## src/rtl/dac_spi_mc.sv

```systemverilog
// Multi-channel SPI DAC driver: coalescing per-channel shadows, round-robin flush, one-time init frame.
// Optional: define DAC_SYNC_UPDATE_EN to write input registers only and follow each burst with an update-all frame.
module dac_spi_mc #(
  parameter int NUM_CH  = 8,
  parameter int DATA_W  = 12,
  parameter int CLK_DIV = 4,
  parameter int CS_GAP  = 2,
  localparam int CH_W   = (NUM_CH > 1) ? $clog2(NUM_CH) : 1
) (
  input  logic              clk,
  input  logic              rst_n,
  input  logic              wr_valid,
  output logic              wr_ready,
  input  logic [CH_W-1:0]   wr_chan,
  input  logic [DATA_W-1:0] wr_value,
  output logic              busy,
  output logic              init_done,
  output logic              cs_n,
  output logic              sclk,
  output logic              mosi
);

  localparam int DIV_W = $clog2(CLK_DIV + 1);
  localparam int GAP_W = (CS_GAP > 1) ? $clog2(CS_GAP) : 1;
`ifdef DAC_SYNC_UPDATE_EN
  localparam logic [3:0] CMD_DATA = 4'b0000;
`else
  localparam logic [3:0] CMD_DATA = 4'b0011;
`endif

  typedef enum logic [2:0] {S_INIT, S_IDLE, S_LOAD, S_SHIFT, S_GAP} state_t;
  typedef enum logic [1:0] {F_INIT, F_DATA, F_UPD} fkind_t;

  state_t            state_reg, state_next;
  fkind_t            kind_reg, kind_next;
  logic [CH_W-1:0]   chan_reg, chan_next;
  logic [CH_W-1:0]   rr_ptr_reg;
  logic [31:0]       shift_reg;
  logic [DIV_W-1:0]  div_cnt_reg;
  logic [6:0]        edge_cnt_reg;
  logic [GAP_W-1:0]  gap_cnt_reg;
  logic              cs_n_reg, sclk_reg, mosi_reg, init_done_reg;
  logic [DATA_W-1:0] shadow_val [NUM_CH];
  logic [NUM_CH-1:0] dirty_vec;
  logic              wr_accept, load_clr, found;
  logic [CH_W-1:0]   scan_chan;
  logic [11:0]       data12;
  logic [31:0]       frame;

  function automatic logic [CH_W-1:0] wrap_add(input logic [CH_W-1:0] base, input int off);
    int k;
    k = int'(base) + off;
    if (k >= NUM_CH) k -= NUM_CH;
    return CH_W'(k);
  endfunction

  assign wr_accept = wr_valid && init_done_reg;
  assign load_clr  = (state_reg == S_LOAD) && (kind_reg == F_DATA);

  // A write in the same cycle as LOAD wins, so the channel stays dirty with its newest value.
  genvar gi;
  generate
    for (gi = 0; gi < NUM_CH; gi++) begin : g_ch
      logic [DATA_W-1:0] shadow_reg;
      logic              dirty_reg;
      logic              hit;
      assign hit = wr_accept && (wr_chan == CH_W'(gi));
      always_ff @(posedge clk or negedge rst_n) begin
        if (!rst_n) begin
          shadow_reg <= '0;
          dirty_reg  <= 1'b0;
        end else if (hit) begin
          shadow_reg <= wr_value;
          dirty_reg  <= 1'b1;
        end else if (load_clr && chan_reg == CH_W'(gi)) begin
          dirty_reg  <= 1'b0;
        end
      end
      assign shadow_val[gi] = shadow_reg;
      assign dirty_vec[gi]  = dirty_reg;
    end
  endgenerate

  always_comb begin
    found     = 1'b0;
    scan_chan = '0;
    for (int i = 0; i < NUM_CH; i++) begin
      if (!found && dirty_vec[wrap_add(rr_ptr_reg, i)]) begin
        found     = 1'b1;
        scan_chan = wrap_add(rr_ptr_reg, i);
      end
    end
  end

  always_comb begin
    data12 = 12'(shadow_val[chan_reg]);
    data12 = data12 << (12 - DATA_W);
    case (kind_reg)
      F_INIT:  frame = 32'h0800_0001;
      F_UPD:   frame = 32'h01F0_0000;
      default: frame = {4'h0, CMD_DATA, 4'(chan_reg), data12, 8'h00};
    endcase
  end

`ifdef DAC_SYNC_UPDATE_EN
  logic upd_pending_reg;
  always_ff @(posedge clk or negedge rst_n) begin
    if (!rst_n) upd_pending_reg <= 1'b0;
    else if (state_reg == S_LOAD && kind_reg == F_DATA) upd_pending_reg <= 1'b1;
    else if (state_reg == S_LOAD && kind_reg == F_UPD) upd_pending_reg <= 1'b0;
  end
`endif

  always_ff @(posedge clk or negedge rst_n) begin
    if (!rst_n) begin
      state_reg <= S_INIT;
      kind_reg  <= F_INIT;
      chan_reg  <= '0;
    end else begin
      state_reg <= state_next;
      kind_reg  <= kind_next;
      chan_reg  <= chan_next;
    end
  end

  always_comb begin
    state_next = state_reg;
    kind_next  = kind_reg;
    chan_next  = chan_reg;
    case (state_reg)
      S_INIT: begin
        state_next = S_LOAD;
        kind_next  = F_INIT;
      end
      S_IDLE: begin
        if (found) begin
          state_next = S_LOAD;
          kind_next  = F_DATA;
          chan_next  = scan_chan;
        end
`ifdef DAC_SYNC_UPDATE_EN
        else if (upd_pending_reg) begin
          state_next = S_LOAD;
          kind_next  = F_UPD;
        end
`endif
      end
      S_LOAD:  state_next = S_SHIFT;
      S_SHIFT: if (edge_cnt_reg == 7'd64 && div_cnt_reg == DIV_W'(CLK_DIV)) state_next = S_GAP;
      S_GAP:   if (gap_cnt_reg == GAP_W'(CS_GAP - 1)) state_next = S_IDLE;
      default: state_next = S_IDLE;
    endcase
  end

  // After the 64th sclk toggle a tail of CLK_DIV+1 cycles keeps cs_n low past the last falling edge.
  always_ff @(posedge clk or negedge rst_n) begin
    if (!rst_n) begin
      cs_n_reg      <= 1'b1;
      sclk_reg      <= 1'b0;
      mosi_reg      <= 1'b0;
      shift_reg     <= '0;
      div_cnt_reg   <= '0;
      edge_cnt_reg  <= '0;
      gap_cnt_reg   <= '0;
      rr_ptr_reg    <= '0;
      init_done_reg <= 1'b0;
    end else begin
      case (state_reg)
        S_LOAD: begin
          shift_reg    <= frame;
          cs_n_reg     <= 1'b0;
          mosi_reg     <= frame[31];
          div_cnt_reg  <= '0;
          edge_cnt_reg <= '0;
          if (kind_reg == F_DATA) rr_ptr_reg <= wrap_add(chan_reg, 1);
        end
        S_SHIFT: begin
          if (edge_cnt_reg != 7'd64) begin
            if (div_cnt_reg == DIV_W'(CLK_DIV - 1)) begin
              div_cnt_reg  <= '0;
              sclk_reg     <= ~sclk_reg;
              edge_cnt_reg <= edge_cnt_reg + 7'd1;
              if (!sclk_reg && edge_cnt_reg != 7'd0) begin
                shift_reg <= shift_reg << 1;
                mosi_reg  <= shift_reg[30];
              end
            end else begin
              div_cnt_reg <= div_cnt_reg + DIV_W'(1);
            end
          end else if (div_cnt_reg == DIV_W'(CLK_DIV)) begin
            cs_n_reg    <= 1'b1;
            mosi_reg    <= 1'b0;
            gap_cnt_reg <= '0;
          end else begin
            div_cnt_reg <= div_cnt_reg + DIV_W'(1);
          end
        end
        S_GAP: begin
          gap_cnt_reg <= gap_cnt_reg + GAP_W'(1);
          if (gap_cnt_reg == GAP_W'(CS_GAP - 1) && kind_reg == F_INIT) init_done_reg <= 1'b1;
        end
        default: ;
      endcase
    end
  end

  assign busy      = (state_reg != S_IDLE);
  assign init_done = init_done_reg;
  assign wr_ready  = init_done_reg;
  assign cs_n      = cs_n_reg;
  assign sclk      = sclk_reg;
  assign mosi      = mosi_reg;

endmodule

```

## config.mk

```make
export PLATFORM = sky130hd
export DESIGN_NAME = dac_spi_mc
export DESIGN_NICKNAME = d
export VERILOG_FILES = /design/src/rtl/dac_spi_mc.sv
export SDC_FILE = /design/constraint.sdc
export NUM_CORES = 1
export LEC_CHECK = 0
export BUFFER_PORTS_ARGS = -buffer_cell sky130_fd_sc_hd__clkbuf_2
export CAP_MARGIN = 40
export CORE_ASPECT_RATIO = 1.1
export CORE_MARGIN = 3
export CORE_UTILIZATION = 24
export DETAILED_ROUTE_END_ITERATION = 8
export HOLD_SLACK_MARGIN = 0.02
export SYNTH_ARGS = -nofsm -noshare
export SYNTH_HDL_FRONTEND = slang
export SYNTH_SLANG_ARGS = --single-unit
```

## constraint.sdc

```tcl
create_clock -name clk -period 9.23 [get_ports clk]
set_input_delay 1.846 -clock clk [delete_from_list [all_inputs] [get_ports clk]]
set_output_delay 1.846 -clock clk [all_outputs]
set_load 0.005 [all_outputs]
```

### Yosys cells after proc, flatten, opt, wreduce, memory -nomap -nowiden

Cells that the tools add are included.

* $add $sub $neg: 20
* multiply operators: 0
* div/mod/pow operators: 0
* order comparisons: 18
* equal/unequal tests: 37
* shift operators: 0
* multiplexer cells: 88
* bitwise gates (word level): 2
* reductions and logical operators: 64

Operators with widths (number)
* $mux 31: 3
* $mux 3: 23
* $pmux 31 s2: 1
* $pmux 28 s2: 1
* $mux 1: 39
* $bmux 12 s3: 1
* $ge 4x4->1 const B: 9
* $lt 3x4->1 const B: 8
* $eq 3x3->1 const B: 10
* $logic_and 1x1->1: 28
* $sub 3x1->3 const B: 9
* $bmux 1 s3: 8
* $mux 12: 2
* $reduce_bool 2->1: 11
* $eq 3x2->1 const B: 7
* $add 3x3->4 const B: 4
* $ne 2x2->1 const B: 8
* $pmux 3 s5: 1
* $reduce_and 3->1: 5
* $mux 7: 2
* $pmux 7 s2: 1
* $ne 3x3->1 const B: 4
* $reduce_and 2->1: 5
* $eq 3x1->1 const B: 3
* 22 further kinds: 36

* register bits: 161
* bits in latches: 0
* memory bits (writable): 0
* bits in read-only memories: 0
* output and inout bits: 6
* memories: 0

### Longest topological paths before layout

Gate-level depths: netlist of run 1.

* word-level depth: 28
* mapped depth: 12
* depth with buffers taken out: 9

### Worst setup path after synthesis of run 1

No wires, ideal clock.

* kind: reg-to-reg
* start point: reg rr_ptr_reg[0]
* end point: reg chan_reg[0]
* setup time: 0.125 ns
* arrival time: 3.209 ns
* data required time: 9.105 ns
* setup slack: 5.896 ns
* stages on the path, launching flop included: 12
* path buffers: 3
* period minus slack after synthesis: 3.334 ns
* path through: dfrtp_1 buf_6 buf_2 inv_1 ha_1 buf_6 mux2_1 mux4_2 o32a_4 nor4_4 a21oi_2 mux2_4

* longest elaborated chain between the ends: 27
* elaborated cells on any way between the ends: 78
* classes of those cells: add/sub (15); order compare (8); mux (40); reduce/logical (15)

Ends and longest elaborated chain
* start, declared: line 37 `logic [CH_W-1:0] rr_ptr_reg;`
* start signal, assigned: line 175 `if (kind_reg == F_DATA) rr_ptr_reg <= wrap_add(chan_reg, 1);`
* parallel branches: the longest is 27 deep, another holds $add 3x1->4
* end signal, assigned: line 122 `chan_reg <= chan_next;`
* end, declared: line 36 `logic [CH_W-1:0] chan_reg, chan_next;`

Several ways; the timed one is not identified. The select of a mux whose other input is x is not followed.
A chain may end at the register's enable or synchronous reset.

### Final worst setup path of run 1

Ends and elaborated chain as after synthesis.

==> impl_metrics.json, run 1 <==
{
  "start_util_pct": 24.4,
  "hold_violations": 0,
  "yosys.area.top_type": "dfrtp_1",
  "port_buffers": 23,
  "drc": 0,
  "finalCritPeriodShare_pct": 42.6,
  "slew_violations": 0,
  "cts.repair.resized": 0,
  "largest_register_ffs": 96,
  "grt_pass1_vias": 5454,
  "r2r_slack_ns": 5.30,
  "hold_buffers": 0,
  "outcome": "finished clean",
  "avgSynthCellArea_um2": 11.7,
  "slowest_stage": "dfrtp_1",
  "r2r.worst_path.cells": 8,
  "holdCritPathClass": "reg -> reg",
  "track_usage_pct": 9.82,
  "row_count": 70,
  "drv_cap": 0,
  "area_delta_synth_final_pct": 13.8,
  "nets": 740,
  "die_w_um": 182,
  "regToRegEndpoint": "chan_reg[0]$_DFFE_PN0P_",
  "peakVddDrop_mv": 0.140,
  "timing.fmax_mhz": 254,
  "antennaDiodeCount": 0,
  "synthCells": 698,
  "core_area_um2": 33500,
  "endpoint_kind": "flop",
  "syn_area_um2": 8170,
  "clock_latency_ns": 0.42,
  "drt-initial-drc-count": 395,
  "ys_seq_area_share_pct": 49.0,
  "whs_path_depth": 2,
  "yosys.area.top_type_share_pct": 48.7,
  "ys_ff_latch": 160,
  "tns_ns": 0,
  "leakagePower_nw": 4.14,
  "ios": 24,
  "crit_chain": "inv_1 -> ha_1 -> mux2_1 -> mux4_2 -> o32a_4 -> nor4_4 -> a21oi_2 -> mux2_4",
  "synth_edf_count": 0,
  "grt_overflow": 0,
  "grt_max_degree": 68,
  "worstMarginPinSlew_ns": 0.892,
  "syn_nets": 728,
  "wire_per_inst_um": 15.1,
  "htreeDepth": 4,
  "synthArstFlopShare_pct": 100,
  "power_density_nw_per_um2": 150,
  "ys.flop_type": "dfrtp_1",
  "antenna_found_initial": 0,
  "rsz0062_at_grt": "no",
  "grt_pass1_wl_um": 28900,
  "arrival_ns": 4.24,
  "synth_cell_types": 64,
  "clk_pin_slew_ns": 0.07,
  "cts-root-buf": "clkbuf_16",
  "timing.rr.start": "rr_ptr_reg[0]$_DFFE_PN0P_",
  "postRouteWirelength_um": 17400,
  "die_area_um2": 36300,
  "gp_congestion": 0.823,
  "critPathMaxStageDelay_ns": 0.86,
  "clockBufferDepth": 2,
  "critical_path_peak_fanout": 22,
  "final.setup_skew_ns": 0.0101,
  "hpwl_um": 11400,
  "yosysWarnings": 0,
  "drive_gt1_share_pct": 29.9,
  "cts_made_buffers": 17,
  "die_y_um": 200,
  "ant_nets": 0,
  "required_ns": 9.53,
  "vias": 5388,
  "holdPathEnd": "shift_reg[29]$_DFFE_PN0P_",
  "via_per_inst": 4.67,
  "hold_path_startpoint": "shift_reg[29]$_DFFE_PN0P_",
  "finalCriticalPeriod_ns": 3.93,
  "relSlewSlack_pct": 40.3,
  "final_util_pct": 27.8,
  "cts_tree": "built",
  "synth_area_leaders": "dfrtp_1, mux2_2, mux4_2",
  "dr.pass1.iters": 5,
  "cp-start-kind": "flop",
  "finalSetupViolCount": 0,
  "cts_num_sinks": 160,
  "post-cts-setup-buffers": 0,
  "critical_path_class": "reg -> reg"
}
metal layers:
metal,up-vias,wire length [µm],GRT usage [%],part of all wire [%]
met5,-,0,0,0
met4,0,262,2.45,1.5
met3,24,521,2.40,3.0
met2,84,8550,16.5,49
met1,2738,8040,12.7,46
li1,2542,-,-,-
stage by stage:
stage	instances	total power, mW	cell area (µm²)	hold slack (ns)	setup slack [ns]
after global placement	1121	0.739	8710	0.462	5.39
final	1154	1.39	9310	0.481	5.30
after detailed placement	1123	0.740	8750	0.470	5.30
after global routing	1154	1.44	9310	0.500	5.03
after floorplan	698	0.715	8170	0.445	5.90
after CTS	1154	1.41	9310	0.483	5.29
placed cells by master (no fill, tap or decap), types with 3 or more instances in the layout:
cell type  count
a21o_1        10
a21oi_1       41
a221oi_1       3
and3_1         5
buf_4         10
clkbuf_16     17
clkbuf_2      22
clkinv_2       3
dfrtp_1      158
ha_1          12
inv_1         15
inv_6          4
mux2_2       104
mux2i_1        3
mux4_2        34
nand2_1      101
nand2b_1       6
nand3_1       10
nor2_1        33
nor3_1        11
o21ai_0       45
o22ai_1        3
xnor2_1        7
xor2_1         3
cells by family (layout without fill, tap and decap cells):
kind of cell	count (synthesis)	after routing	synth area share (%)
buffers and inverters	57	81	3.38
multiplexers	145	145	24.9
flip-flops	160	160	49.0
AND/OR/NAND/NOR	185	185	10.1
adder cells (fa/ha/maj)	12	12	1.84
AO/OA/AOI/OAI	129	129	9.74
XOR/XNOR	10	10	1.07
how the worst max path moves through the flow:
| stage | startpoint | endpoint | slack, ns |
|---|---|---|---|
| 2_1_floorplan | rr_ptr_reg[0]$_DFFE_PN0P_ | chan_reg[0]$_DFFE_PN0P_ | 5.90 |
| 3_3_place_gp | rr_ptr_reg[0]$_DFFE_PN0P_ | chan_reg[0]$_DFFE_PN0P_ | 5.39 |
| 3_5_place_dp | rr_ptr_reg[0]$_DFFE_PN0P_ | chan_reg[0]$_DFFE_PN0P_ | 5.30 |
| 4_1_cts | rr_ptr_reg[0]$_DFFE_PN0P_ | chan_reg[0]$_DFFE_PN0P_ | 5.29 |
| 5_1_grt | rr_ptr_reg[0]$_DFFE_PN0P_ | chan_reg[0]$_DFFE_PN0P_ | 5.03 |
| 6_report | rr_ptr_reg[0]$_DFFE_PN0P_ | chan_reg[0]$_DFFE_PN0P_ | 5.30 |
worst max-delay path, delay by kind of cell (launching register included):
| family | cells | cell delay (ns) |
|---|---|---|
| and+or+nand+nor | 1 | 0.41 |
| buffers and inverters | 1 | 0.25 |
| AOI/OAI and AO/OA | 2 | 0.38 |
| adders and majority gates | 1 | 0.65 |
| DFF | 1 | 0.86 |
| muxes | 3 | 1.26 |
synth_stat cells, types with 3 or more instances:
cell type  number
nand2b_1        6
a21oi_1        41
buf_1           5
xnor2_1         7
clkbuf_1       25
o22ai_1         3
buf_2           3
ha_1           12
nor2_1         34
mux4_2         34
nand2_1       101
o21ai_0        45
mux2i_1         3
and3_1          5
inv_1          15
nand3_1        10
mux2_2        104
a21o_1         10
dfrtp_1       159
buf_6           5
xor2_1          3
nor3_1         11
a221oi_1        3
final cells by class:
type	count	area (µm²)
Inverter	15	56.3
Tap cell	432	541
Fill cell	3474	24200
Clock inverter	11	105
Sequential cell	160	4010
Timing Repair Buffer	35	244
Multi-Input combinational cell	481	3910
Clock buffer	20	447
power breakdown:
group	switching [mW]	internal [mW]	leakage, nW	total (mW)
registers	0	0.701	2.18	0.701
logic	0.0199	0.00500	1.69	0.0249
clock network	0.288	0.380	0.271	0.668
total	0.308	1.09	4.14	1.39
No activity file was read; power rests on OpenSTA's default activity.
==> inputs of run 2 (changes only) <==
--- a/config.mk
+++ b/config.mk
@@ -5,6 +5,7 @@
 export SDC_FILE = /design/constraint.sdc
 export NUM_CORES = 1
 export LEC_CHECK = 0
+export ABC_AREA = 1
 export BUFFER_PORTS_ARGS = -buffer_cell sky130_fd_sc_hd__clkbuf_2
 export CAP_MARGIN = 40
 export CORE_ASPECT_RATIO = 1.1
==> constraint.sdc (replaced) <==
create_clock -name clk -period 4.1 [get_ports clk]
set_input_delay 0.82 -clock clk [delete_from_list [all_inputs] [get_ports clk]]
set_output_delay 0.82 -clock clk [all_outputs]
set_load 0.005 [all_outputs]
==> impl_metrics.json, run 2 <==
{
  "start_util_pct": 24.5,
  "critPathMaxStageDelay_ns": 0.65,
  "cts-root-buf": "clkbuf_16",
  "r2r_slack_ns": 1.26,
  "grt_max_degree": 89,
  "slew_violations": 0,
  "endpoint_kind": "flop",
  "drc": 0,
  "gp_congestion": 0.851,
  "crit_buf_inv": 2,
  "ios": 24,
  "hpwl_um": 12900,
  "ys_seq_area_share_pct": 51.6,
  "hold_slack_ns": 0.467,
  "comb_power_share_pct": 1.8,
  "grt_pass1_vias": 6196,
  "clockBufferDepth": 2,
  "intPower_mw": 2.55,
  "cp-start-kind": "flop",
  "path_delay_family": "simple AND/OR/NAND/NOR gates",
  "finalSetupViolCount": 0,
  "synthArstFlopShare_pct": 100,
  "drive_gt1_share_pct": 9.84,
  "cts_tree": "built",
  "die_y_um": 195,
  "clock_latency_ns": 0.42,
  "multi_input_area_um2": 3290,
  "antenna_found_initial": 0,
  "synth_area_leaders": "dfrtp_1, o21ai_0, nand2_1",
  "nets": 994,
  "row_count": 68,
  "cts_made_buffers": 17,
  "p_sw_share_pct": 21.2,
  "synth_edf_count": 0,
  "avgSynthCellArea_um2": 8.17,
  "cts.repair.resized": 0,
  "p_clk_share_pct": 49.4,
  "drv_cap": 0,
  "via_per_inst": 4.59,
  "die_w_um": 178,
  "timing.fmax_mhz": 352,
  "rsz0062_at_grt": "no",
  "hold_buffers": 0,
  "ys_ff_latch": 160,
  "instances_no_fill": 1396,
  "synthTopCellsByCount": "nand2_1, o21ai_0, dfrtp_1, nor2_1, inv_1",
  "yosysWarnings": 0,
  "wire_per_inst_um": 13.7,
  "power_mw": 3.24,
  "post-cts-setup-buffers": 0,
  "antennaDiodeCount": 0,
  "area_delta_synth_final_pct": 16.7,
  "synth_most_common_cell": "nand2_1",
  "postRouteWirelength_um": 19200,
  "pwr-share-seq_pct": 48.8,
  "tns_ns": 0,
  "leakagePower_nw": 4.33,
  "hold_violations": 0,
  "ant_nets": 0,
  "critical_path_class": "reg -> reg",
  "syn_nets": 981,
  "dr.pass1.iters": 5,
  "final-seq-area_um2": 4010,
  "outcome": "finished clean",
  "syn_area_um2": 7770,
  "drt-initial-drc-count": 429,
  "ys.flop_type": "dfrtp_1",
  "arrival_ns": 3.15,
  "relSlewSlack_pct": 40.8,
  "required_ns": 4.41,
  "peakVddDrop_mv": 0.288,
  "vias": 6408,
  "yosys.area.top_type": "dfrtp_1",
  "finalCriticalPeriod_ns": 2.84,
  "core_area_um2": 31700,
  "clk_pin_slew_ns": 0.06,
  "finalCritPeriodShare_pct": 69.2,
  "track_usage_pct": 11.5,
  "holdCritPathClass": "in -> async",
  "grt_overflow": 0,
  "p_sw_mw": 0.685,
  "dp_cells": 1365,
  "slowest_stage": "dfrtp_1",
  "htreeDepth": 4,
  "final_cell_mix": "nand2_1, o21ai_0, dfrtp_1",
  "yosys.area.top_type_share_pct": 51.2,
  "cts_num_sinks": 160,
  "crit_top_cell": "nand2_1",
  "grt_pass1_wl_um": 32500,
  "synth_cell_types": 40,
  "layout_commonest_cell": "nand2_1",
  "fillCellCount": 3366,
  "worstMarginPinSlew_ns": 0.886,
  "largest_register_ffs": 96,
  "crit_chain": "inv_2 -> ha_1 -> inv_1 -> nand3_1 -> nand2_1 -> nand2_1 -> nand2_1 -> nor2_1 -> nand2_1 -> nand2_1 -> nor2_1 -> nand3_1 -> nor2_1 -> nand3_1 -> nand2_1 -> nand2_1",
  "port_buffers": 23,
  "final.setup_skew_ns": 0.00777,
  "die_area_um2": 34600,
  "critical_path_peak_fanout": 15,
  "synthCells": 951,
  "power_density_nw_per_um2": 357
}
[run 2: worst reg2reg max path, stage by stage (launching register included)]
cell and delay [ns]:
dfrtp_1 0.65, inv_2 0.24, ha_1 0.43, inv_1 0.22, nand3_1 0.15, nand2_1 0.12
nand2_1 0.06, nand2_1 0.12, nor2_1 0.07, nand2_1 0.06, nand2_1 0.05, nor2_1 0.18
nand3_1 0.10, nor2_1 0.10, nand3_1 0.08, nand2_1 0.06, nand2_1 0.04
[run 2: path summary, 6_finish.rpt]
kind                                           start                        end  depth (start not counted)
max                        rr_ptr_reg[0]$_DFFE_PN0P_    chan_reg[1]$_DFFE_PN0P_                         16
min                                            rst_n      init_done$_DFFE_PN0P_                          1
max reg2reg                rr_ptr_reg[0]$_DFFE_PN0P_    chan_reg[1]$_DFFE_PN0P_                         16
min reg2reg                shift_reg[23]$_DFFE_PN0P_  shift_reg[23]$_DFFE_PN0P_                          2
max in group asynchronous                      rst_n   shift_reg[8]$_DFFE_PN0P_                          2
min in group clk           shift_reg[23]$_DFFE_PN0P_  shift_reg[23]$_DFFE_PN0P_                          2
[run 2: power by group through the flow]
stage | clock [mW] | combinational (mW) | sequential, mW
after CTS | 1.64 | 0.0621 | 1.58
after global routing | 1.70 | 0.0693 | 1.58
final | 1.60 | 0.0582 | 1.58
after detailed placement | 0 | 0.0616 | 1.61
after floorplan | 0 | 0.00988 | 1.61
after global placement | 0 | 0.0616 | 1.61
[run 2: logic make-up after synthesis]
family                   share of synthesized area [%]
buffers and inverters                             6.25
flip-flops                                        51.6
XOR/XNOR                                         0.660
AND/OR/NAND/NOR                                   22.0
adder cells (fa/ha/maj)                           1.93
AO/OA/AOI/OAI                                     17.6
[run 2: routing by layer]
layer  GRT usage, %  wire (µm)
met1           15.5       9020
met2           18.7       9120
met3           2.85        718
met4           2.85        299
met5              0          0
[run 2: area by class of cell]
class	count	area share, %
inverters	77	3.19
repair buffers	41	4.04
multi-input cells	667	36.2
clock buffers	20	4.82
well taps	420	5.80
clock inverters	11	1.74
flip-flops and latches	160	44.2
[run 2: through the flow]
stage,setup WS (ns),area [µm²],utilization (%)
after floorplan,1.87,7770,-
final,1.26,9070,28.6
after global routing,1.01,9070,28.6
after CTS,1.25,9070,28.6
after detailed placement,1.27,8470,26.8
after global placement,1.22,8290,26.2
